<file path="src/rtl/vga_scanout_if.sv">
// Frame-buffer read port shared between the scan-out engine and the SRAM mux.
interface vga_scanout_if;
  logic [15:0] I_SRAM_DATA;
  logic [17:0] O_SR_ADDR;
  logic        O_SR_READ;
  logic        O_VIDEO_ON;

  modport master (
    input  I_SRAM_DATA,
    output O_SR_ADDR,
    output O_SR_READ,
    output O_VIDEO_ON
  );

  modport slave (
    output I_SRAM_DATA,
    input  O_SR_ADDR,
    input  O_SR_READ,
    input  O_VIDEO_ON
  );
endinterface

</file>
<file path="src/rtl/vga_scanout.sv">
// VGA timing generator and frame-buffer reader: counters -> fetch stage -> output stage,
// all advancing only on pixel ticks.
module vga_scanout #(
  parameter int unsigned H_ACTIVE = 640,
  parameter int unsigned H_FP     = 16,
  parameter int unsigned H_SYNC   = 96,
  parameter int unsigned H_BP     = 48,
  parameter int unsigned V_ACTIVE = 480,
  parameter int unsigned V_FP     = 10,
  parameter int unsigned V_SYNC   = 2,
  parameter int unsigned V_BP     = 33,
  parameter int unsigned FB_ROWS  = 400
) (
  input  logic          I_CLK,
  input  logic          I_RST_N,
  input  logic          I_PIX_EN,
  vga_scanout_if.master sram,
  output logic [3:0]    O_VGA_R,
  output logic [3:0]    O_VGA_G,
  output logic [3:0]    O_VGA_B,
  output logic          O_HS,
  output logic          O_VS,
  output logic          O_DE,
  output logic          O_FRAME_START
);

  localparam int unsigned H_TOTAL = H_ACTIVE + H_FP + H_SYNC + H_BP;
  localparam int unsigned V_TOTAL = V_ACTIVE + V_FP + V_SYNC + V_BP;
  localparam int unsigned HW      = $clog2(H_TOTAL);
  localparam int unsigned VW      = $clog2(V_TOTAL);

  localparam logic [HW-1:0] H_LAST = HW'(H_TOTAL - 1);
  localparam logic [HW-1:0] H_VIS  = HW'(H_ACTIVE);
  localparam logic [HW-1:0] HS_BEG = HW'(H_ACTIVE + H_FP);
  localparam logic [HW-1:0] HS_END = HW'(H_ACTIVE + H_FP + H_SYNC);
  localparam logic [VW-1:0] V_LAST = VW'(V_TOTAL - 1);
  localparam logic [VW-1:0] V_VIS  = VW'(V_ACTIVE);
  localparam logic [VW-1:0] V_FB   = VW'(FB_ROWS);
  localparam logic [VW-1:0] VS_BEG = VW'(V_ACTIVE + V_FP);
  localparam logic [VW-1:0] VS_END = VW'(V_ACTIVE + V_FP + V_SYNC);

  logic [HW-1:0] hcnt;
  logic [VW-1:0] vcnt;
  logic [17:0]   addr_cnt;

  logic h_vis, fetch, h_wrap, frame_end;
  logic fetch_d, de_d, hs_d, vs_d, fs_d;

  // Colour lives in [11:0]; the top nibble of the SRAM word has no meaning here.
  logic unused_sram_hi;
  assign unused_sram_hi = ^sram.I_SRAM_DATA[15:12];

  always_comb begin
    h_vis     = hcnt < H_VIS;
    fetch     = h_vis && (vcnt < V_FB);
    h_wrap    = hcnt == H_LAST;
    frame_end = h_wrap && (vcnt == V_LAST);
  end

  always_ff @(posedge I_CLK or negedge I_RST_N) begin
    if (!I_RST_N) begin
      hcnt <= '0;
      vcnt <= '0;
    end else if (I_PIX_EN) begin
      if (h_wrap) begin
        hcnt <= '0;
        vcnt <= (vcnt == V_LAST) ? '0 : vcnt + VW'(1);
      end else begin
        hcnt <= hcnt + HW'(1);
      end
    end
  end

  // Fetch stage. The running address counter replaces row*H_ACTIVE+col; the
  // frame-end clear never collides with an increment because fetch is low there.
  always_ff @(posedge I_CLK or negedge I_RST_N) begin
    if (!I_RST_N) begin
      addr_cnt        <= '0;
      sram.O_SR_ADDR  <= '0;
      sram.O_SR_READ  <= 1'b0;
      sram.O_VIDEO_ON <= 1'b0;
      fetch_d         <= 1'b0;
      de_d            <= 1'b0;
      hs_d            <= 1'b0;
      vs_d            <= 1'b0;
      fs_d            <= 1'b0;
    end else if (I_PIX_EN) begin
      sram.O_SR_READ  <= fetch;
      sram.O_VIDEO_ON <= fetch;
      if (fetch) begin
        sram.O_SR_ADDR <= addr_cnt;
      end
      if (frame_end) begin
        addr_cnt <= '0;
      end else if (fetch) begin
        addr_cnt <= addr_cnt + 18'd1;
      end
      fetch_d <= fetch;
      de_d    <= h_vis && (vcnt < V_VIS);
      hs_d    <= (hcnt >= HS_BEG) && (hcnt < HS_END);
      vs_d    <= (vcnt >= VS_BEG) && (vcnt < VS_END);
      fs_d    <= (hcnt == '0) && (vcnt == '0);
    end
  end

  // Output stage: SRAM data has settled since the previous tick's address.
  always_ff @(posedge I_CLK or negedge I_RST_N) begin
    if (!I_RST_N) begin
      O_VGA_R       <= '0;
      O_VGA_G       <= '0;
      O_VGA_B       <= '0;
      O_DE          <= 1'b0;
      O_HS          <= 1'b1;
      O_VS          <= 1'b1;
      O_FRAME_START <= 1'b0;
    end else if (I_PIX_EN) begin
      if (fetch_d) begin
        O_VGA_R <= sram.I_SRAM_DATA[11:8];
        O_VGA_G <= sram.I_SRAM_DATA[7:4];
        O_VGA_B <= sram.I_SRAM_DATA[3:0];
      end else begin
        O_VGA_R <= '0;
        O_VGA_G <= '0;
        O_VGA_B <= '0;
      end
      O_DE          <= de_d;
      O_HS          <= ~hs_d;
      O_VS          <= ~vs_d;
      O_FRAME_START <= fs_d;
    end
  end

endmodule

</file>
<file path="src/flat_wrapper.sv">
// flat-port wrapper written by rule: the top's interface ports become plain ports
module vga_scanout_flat 
#(
  parameter int unsigned H_ACTIVE = 640,
  parameter int unsigned H_FP     = 16,
  parameter int unsigned H_SYNC   = 96,
  parameter int unsigned H_BP     = 48,
  parameter int unsigned V_ACTIVE = 480,
  parameter int unsigned V_FP     = 10,
  parameter int unsigned V_SYNC   = 2,
  parameter int unsigned V_BP     = 33,
  parameter int unsigned FB_ROWS  = 400
)
  (I_CLK, I_RST_N, I_PIX_EN, O_VGA_R, O_VGA_G, O_VGA_B, O_HS, O_VS, O_DE, O_FRAME_START, sram_I_SRAM_DATA, sram_O_SR_ADDR, sram_O_SR_READ, sram_O_VIDEO_ON);
  vga_scanout_if sram_i ();
  input  logic I_CLK;
  input  logic I_RST_N;
  input  logic I_PIX_EN;
  output logic [3:0] O_VGA_R;
  output logic [3:0] O_VGA_G;
  output logic [3:0] O_VGA_B;
  output logic O_HS;
  output logic O_VS;
  output logic O_DE;
  output logic O_FRAME_START;
  input wire logic [$bits(sram_i.I_SRAM_DATA)-1:0] sram_I_SRAM_DATA;
  output wire logic [$bits(sram_i.O_SR_ADDR)-1:0] sram_O_SR_ADDR;
  output wire logic [$bits(sram_i.O_SR_READ)-1:0] sram_O_SR_READ;
  output wire logic [$bits(sram_i.O_VIDEO_ON)-1:0] sram_O_VIDEO_ON;
  assign sram_i.I_SRAM_DATA = sram_I_SRAM_DATA;
  assign sram_O_SR_ADDR = sram_i.O_SR_ADDR;
  assign sram_O_SR_READ = sram_i.O_SR_READ;
  assign sram_O_VIDEO_ON = sram_i.O_VIDEO_ON;
  vga_scanout #(.H_ACTIVE(H_ACTIVE), .H_FP(H_FP), .H_SYNC(H_SYNC), .H_BP(H_BP), .V_ACTIVE(V_ACTIVE), .V_FP(V_FP), .V_SYNC(V_SYNC), .V_BP(V_BP), .FB_ROWS(FB_ROWS)) u_core (.I_CLK(I_CLK), .I_RST_N(I_RST_N), .I_PIX_EN(I_PIX_EN), .sram(sram_i), .O_VGA_R(O_VGA_R), .O_VGA_G(O_VGA_G), .O_VGA_B(O_VGA_B), .O_HS(O_HS), .O_VS(O_VS), .O_DE(O_DE), .O_FRAME_START(O_FRAME_START));
endmodule
</file>
<file path="config.mk">
export PLATFORM = sky130hd
export DESIGN_NAME = vga_scanout_flat
export DESIGN_NICKNAME = d
export VERILOG_FILES = /design/src/rtl/vga_scanout_if.sv /design/src/rtl/vga_scanout.sv /design/src/flat_wrapper.sv
export SDC_FILE = /design/constraint.sdc
export NUM_CORES = 1
export LEC_CHECK = 0
export CAP_MARGIN = 20
export CELL_PAD_IN_SITES_DETAIL_PLACEMENT = 0
export CELL_PAD_IN_SITES_GLOBAL_PLACEMENT = 2
export CORE_ASPECT_RATIO = 0.8
export CORE_UTILIZATION = 36
export DETAILED_ROUTE_END_ITERATION = 8
export GPL_TIMING_DRIVEN = 0
export PLACE_DENSITY_LB_ADDON = 0.3
export SLEW_MARGIN = 40
export SYNTH_ARGS = -nofsm -noshare
export SYNTH_HDL_FRONTEND = slang
export SYNTH_SLANG_ARGS = --single-unit
</file>
<file path="constraint.sdc">
create_clock -name I_CLK -period 5.38 [get_ports I_CLK]
set_input_delay 1.614 -clock I_CLK [delete_from_list [all_inputs] [get_ports I_CLK]]
set_output_delay 1.614 -clock I_CLK [all_outputs]
set_load 0.02 [all_outputs]
</file>
# After elaboration in Yosys (flattened, before gate mapping)
# Cells that the tools add are included.
[word_totals]
register_bits = 77
word_cells = 49
[op_classes]
add_sub_neg = 3
magnitude_cmp = 7
n_eq_ne = 2
muxes = 7
bitwise = 2
reduce_logical = 12
[op_table]
columns = ["operator", "n"]
rows = [
  ["$mux W18", 2],
  ["$lt A10 B9 Y1 const B", 3],
  ["$add A10 B1 Y10 const B", 2],
  ["$eq A10 B10 Y1 const B", 2],
  ["$logic_not A10 Y1", 2],
  ["$lt A10 B10 Y1 const B", 2],
  ["$mux W10", 2],
  ["$add A18 B1 Y18 const B", 1],
  ["$mux W4", 3],
  ["$ge A10 B10 Y1 const B", 1],
  ["$ge A10 B9 Y1 const B", 1],
  ["$logic_and A1 B1 Y1", 6],
  ["$reduce_and A2 Y1", 3],
  ["$not A1 Y1", 2],
  ["$reduce_bool A2 Y1", 1],
]

# Longest topological paths before layout
[logic_depth]
word_depth = 4
mapped_depth = 8
ltp_nobuf = 7

# Worst setup path before layout
# No wires, ideal clock.
[synth_path]
path_kind = "input to register"
from = "input I_PIX_EN"
to = "register u_core.vcnt[4]"
setup_time_ns = 0.066
arrival_time_ns = 2.744
required_ns = 5.314
setup_slack_ns = 2.570
path_stages = 5
path_cell_list = "nand4_1 -> or3_1 -> buf_2 -> or4_1 -> nand2_1"
[synth_via]
elab_chain_cells = 1
[synth_rtl]
columns = ["element", "line", "text"]
rows = [
  ["start: declaration", "flat_wrapper.sv:18", "input logic I_PIX_EN;"],
  ["$reduce_and A2 Y1 (no source line)", "n/a", ""],
  ["end signal: assignment", "vga_scanout.sv:67", "vcnt <= (vcnt == V_LAST) ? '0 : vcnt + VW'(1);"],
  ["end: declaration", "vga_scanout.sv:43", "logic [VW-1:0] vcnt;"],
]
# No other way between the ends.
# A chain may end at the register's enable or synchronous reset.

# Worst setup path after layout
[layout_path]
from = "input I_PIX_EN"
to = "register u_core.addr_cnt[9]"
[layout_via]
elab_chain_cells = 1
[layout_rtl]
columns = ["element", "line", "text"]
rows = [
  ["$reduce_and A2 Y1 (no source line)", "n/a", ""],
  ["end signal: assignment", "vga_scanout.sv:96", "addr_cnt <= addr_cnt + 18'd1;"],
  ["end: declaration", "vga_scanout.sv:44", "logic [17:0] addr_cnt;"],
]
# No other way between the ends.

==> metrics.md <==
| Metric | Value |
|---|---|
| Post-Route Skew | `~0.0078 ns` |
| Fill cells | `~950` |
| Cell row count | `32` |
| Root Buffer | `clkbuf_16` |
| Final setup violating endpoints | `0` |
| CP max FO | `10` |
| Multi-input gate area | `about 1500 sq um` |
| Adder-cell share of the synthesized area | `2.086%` |
| Main synth FF type | `dfrtp_1` |
| Yosys cell types | `between 40 and 50` |
| Seq/Total Area, Yosys | `between 50% and 60%` |
| Final antenna-violating net count | `0` |
| Largest family of logic cells by synthesized area | `simple AND/OR/NAND/NOR gates` |
| Mapped Avg Cell Area | `roughly 9.4 sq um` |
| Leakage | `1.999 nW` |
| Worst vdd ir | `around 0.16 mV` |
| DPL Wire Length | `between 5 and 6 mm` |
| Width of the die | `113.8 microns` |
| Fin. max-slew vios | `0` |
| Async S/R FF share, synth | `100.0%` |
| CP Launch Type | `input pin` |
| Synth Cell Area | `between 3000 and 4000 sq um` |
| Cell count after synthesis | `381` |
| Syn_nets | `406` |
| CTS Sinks | `77` |
| Post-Synth Simple-Gate Area | `a little under a quarter` |
| Vias in the first global route | `2743` |
| Status | `complete, no violations` |
| Hold crit path type | `reg2reg` |
| Max-cap violation count | `0` |
| Antenna violations before repair | `0` |
| Critical path class | `in2reg` |
| Final hold slack | `around 0.43 ns` |
| P&R area growth vs syn | `27.32%` |
| FF/Latch Area | `around 1900 sq um` |
| Clk pin slew, worst setup/hold paths | `~0.06 ns` |
| Pin count of the biggest net entering global routing | `56` |
| Post-CTS setup repair buffer count | `0` |
| DRT Pass-1 Iters | `4` |
| Mux cell area share after synthesis | `between 1.5 and 2%` |
| Pwr dens | `roughly 330 nW/um^2` |
| Synth Area in Compound Gates | `about an eighth` |
| Initial Util | `a little under two fifths` |
| DRT Wirelength | `8.303 mm` |
| Tcrit/Tclk final | `roughly three fifths` |
| Seq cells post-synth | `between 70 and 80` |
| Final RePlAce weighted congestion | `~0.79` |
| Total core area | `slightly below 10000 sq um` |
| Synth Area in XOR/XNOR | `about 2.7%` |
| Clock Path Buffers | `2` |
| Final Net Count | `468` |
| Num CTS Buffers | `9` |
| Drt first-iter violations | `~130` |
| H-tree levels | `3` |
| Port-buffer cells | `50` |
| Non-filler cells, final | `about 580` |
| Synth Warn # | `0` |
| DR vias | `just under 3000` |
| Post-placement setup slack | `1.751 ns` |
| Die Y | `just over 90 microns` |
| Die ar. | `roughly 10000 sq um` |
| Endpoints failing hold | `0` |
| Setup TNS Final | `0 ns` |
| Inst Count DP | `568` |
| Setup ws final | `about 2.1 ns` |
| Vias/cell | `approximately 5.0` |
| DR WL/cell | `14.22 microns` |
| Antenna diode count | `0` |
| Drc violations | `0` |
| Slew margin rel. | `61.58%` |
| Commonest non-fill, non-tap cells in the layout | `dfrtp_1 (75), nand2_1 (71), clkdlybuf4s50_1 (49)` |
| Unrepaired setup endpoints after global routing | `no` |
| F_max | `between 0.3 and 0.4 GHz` |
| CTS tree | `yes` |
| GR Overflow Total | `0` |
| Resize count post-CTS | `0` |
| Slew @ Worst Pin | `0.5732 ns` |
| IO Count | `55` |
| Most common library cell in the layout ignoring fill and taps | `dfrtp_1` |
| Crit path capture type | `register` |
| Overall Global Routing Usage | `between 10% and 20%` |
| First-pass GRT wire length | `13.94 mm` |
| Hold-fix buffers, CTS | `0` |
| Worst EP required | `about 5.6 ns` |
| Layout cells sized above 1 | `between 8 and 9%` |
| Post-synth EDFFs | `0` |
| Clk Latency, worst-skew pair | `~0.33 ns` |
| Minimum clock period | `3.251 ns` |
| Arrival time worst endpoint | `3.46 ns` |
stage by stage:
step / power [mW] / area (sq um) / utilization (%)
floorplan: 0.8543 / 3600 / -
global placement: 0.9712 / 4270 / 44.07
detailed placement: 0.9792 / 4299 / 44.37
CTS: 1.556 / 4578 / 47.25
global route: 1.612 / 4583 / 47.30
finish: 1.532 / 4583 / 47.30
final timing paths:
check                                                start                               endpoint  slack, ns  depth (start not counted)
worst max-delay path                              I_PIX_EN         u_core.addr_cnt[9]$_DFFE_PN0P_       2.13                          7
worst min-delay path               u_core.vs_d$_DFFE_PN0P_                u_core.O_VS$_DFFE_PN1P_       0.43                          1
worst max register to register  u_core.hcnt[0]$_DFFE_PN0P_         u_core.addr_cnt[3]$_DFFE_PN0P_       3.09                          7
worst min register to register     u_core.vs_d$_DFFE_PN0P_                u_core.O_VS$_DFFE_PN1P_       0.43                          1
max in group asynchronous                          I_RST_N                u_core.O_VS$_DFFE_PN1P_       3.64                          2
min in group asynchronous                          I_RST_N  u_core.sram.O_SR_ADDR[16]$_DFFE_PN0P_       1.13                          1
logic make-up after synthesis:
family                     after synthesis
buffers and inverters                   43
xor gates and xnor gates                11
adders and majority gates                6
AOI/OAI and AO/OA                       78
muxes                                    6
DFF                                     77
and+or+nand+nor                        160
synthesized netlist by cell type (5+ instances only):
cell type	n	area (sq um)
o21ai_1	16	80.08
nand2_1	71	266.5
xor2_1	5	43.79
dfrtp_1	75	1877
nand4_1	10	62.56
o21ai_0	35	175.2
nand4b_1	5	43.79
nand3_1	28	140.1
a21oi_1	11	55.05
nor3_1	5	25.02
xnor2_1	6	52.55
ha_1	6	75.07
clkbuf_1	10	37.54
or3_1	7	43.79
inv_1	24	90.09
mux2_2	5	56.30
nor2_1	10	37.54
and3_1	5	31.28
power by group:
part / switching [mW] / leakage [nW] / total, mW / internal [mW]
clock: 0.228 / 0.138 / 0.563 / 0.335
combinational: 0.137 / 0.861 / 0.254 / 0.117
sequential: 0.0691 / 1.00 / 0.715 / 0.646
routing by layer:
layer,track usage [%],vias up,part of all wire [%]
li1,-,1455,-
met4,5.195,0,1.2
met3,4.806,9,4.0
met1,25.38,1377,54
met5,0,-,0
met2,24.64,57,41
final cells by class:
type / instances / area share (%)
Inverter: 24 / 1.966
Timing Repair Buffer: 51 / 11.55
Tap cell: 136 / 3.713
Buffer: 19 / 1.966
Clock buffer: 12 / 5.597
Clock inverter: 4 / 0.4914
Multi-Input combinational cell: 261 / 32.62
Sequential cell: 77 / 42.10
registers in the layout (all words and copies together) (netlist names):
register               count
u_core.O_VGA_G             4
u_core.vcnt               10
u_core.O_HS                1
u_core.vs_d                1
u_core.addr_cnt           18
u_core.O_VS                1
u_core.de_d                1
u_core.sram.O_SR_READ      1
u_core.hs_d                1
u_core.O_VGA_B             4
u_core.fs_d                1
u_core.sram.O_SR_ADDR     18
u_core.hcnt               10
u_core.O_VGA_R             4
u_core.O_FRAME_START       1
u_core.O_DE                1
critical path, cell delays in order:
cell and delay [ns]:
clkdlybuf4s50_1 0.54, nand4_1 0.16, nor3_2 0.47, a21oi_2 0.25, buf_6 0.22, o21ai_1 0.13
o21ai_1 0.07
(Power assumes the default switching activity.)
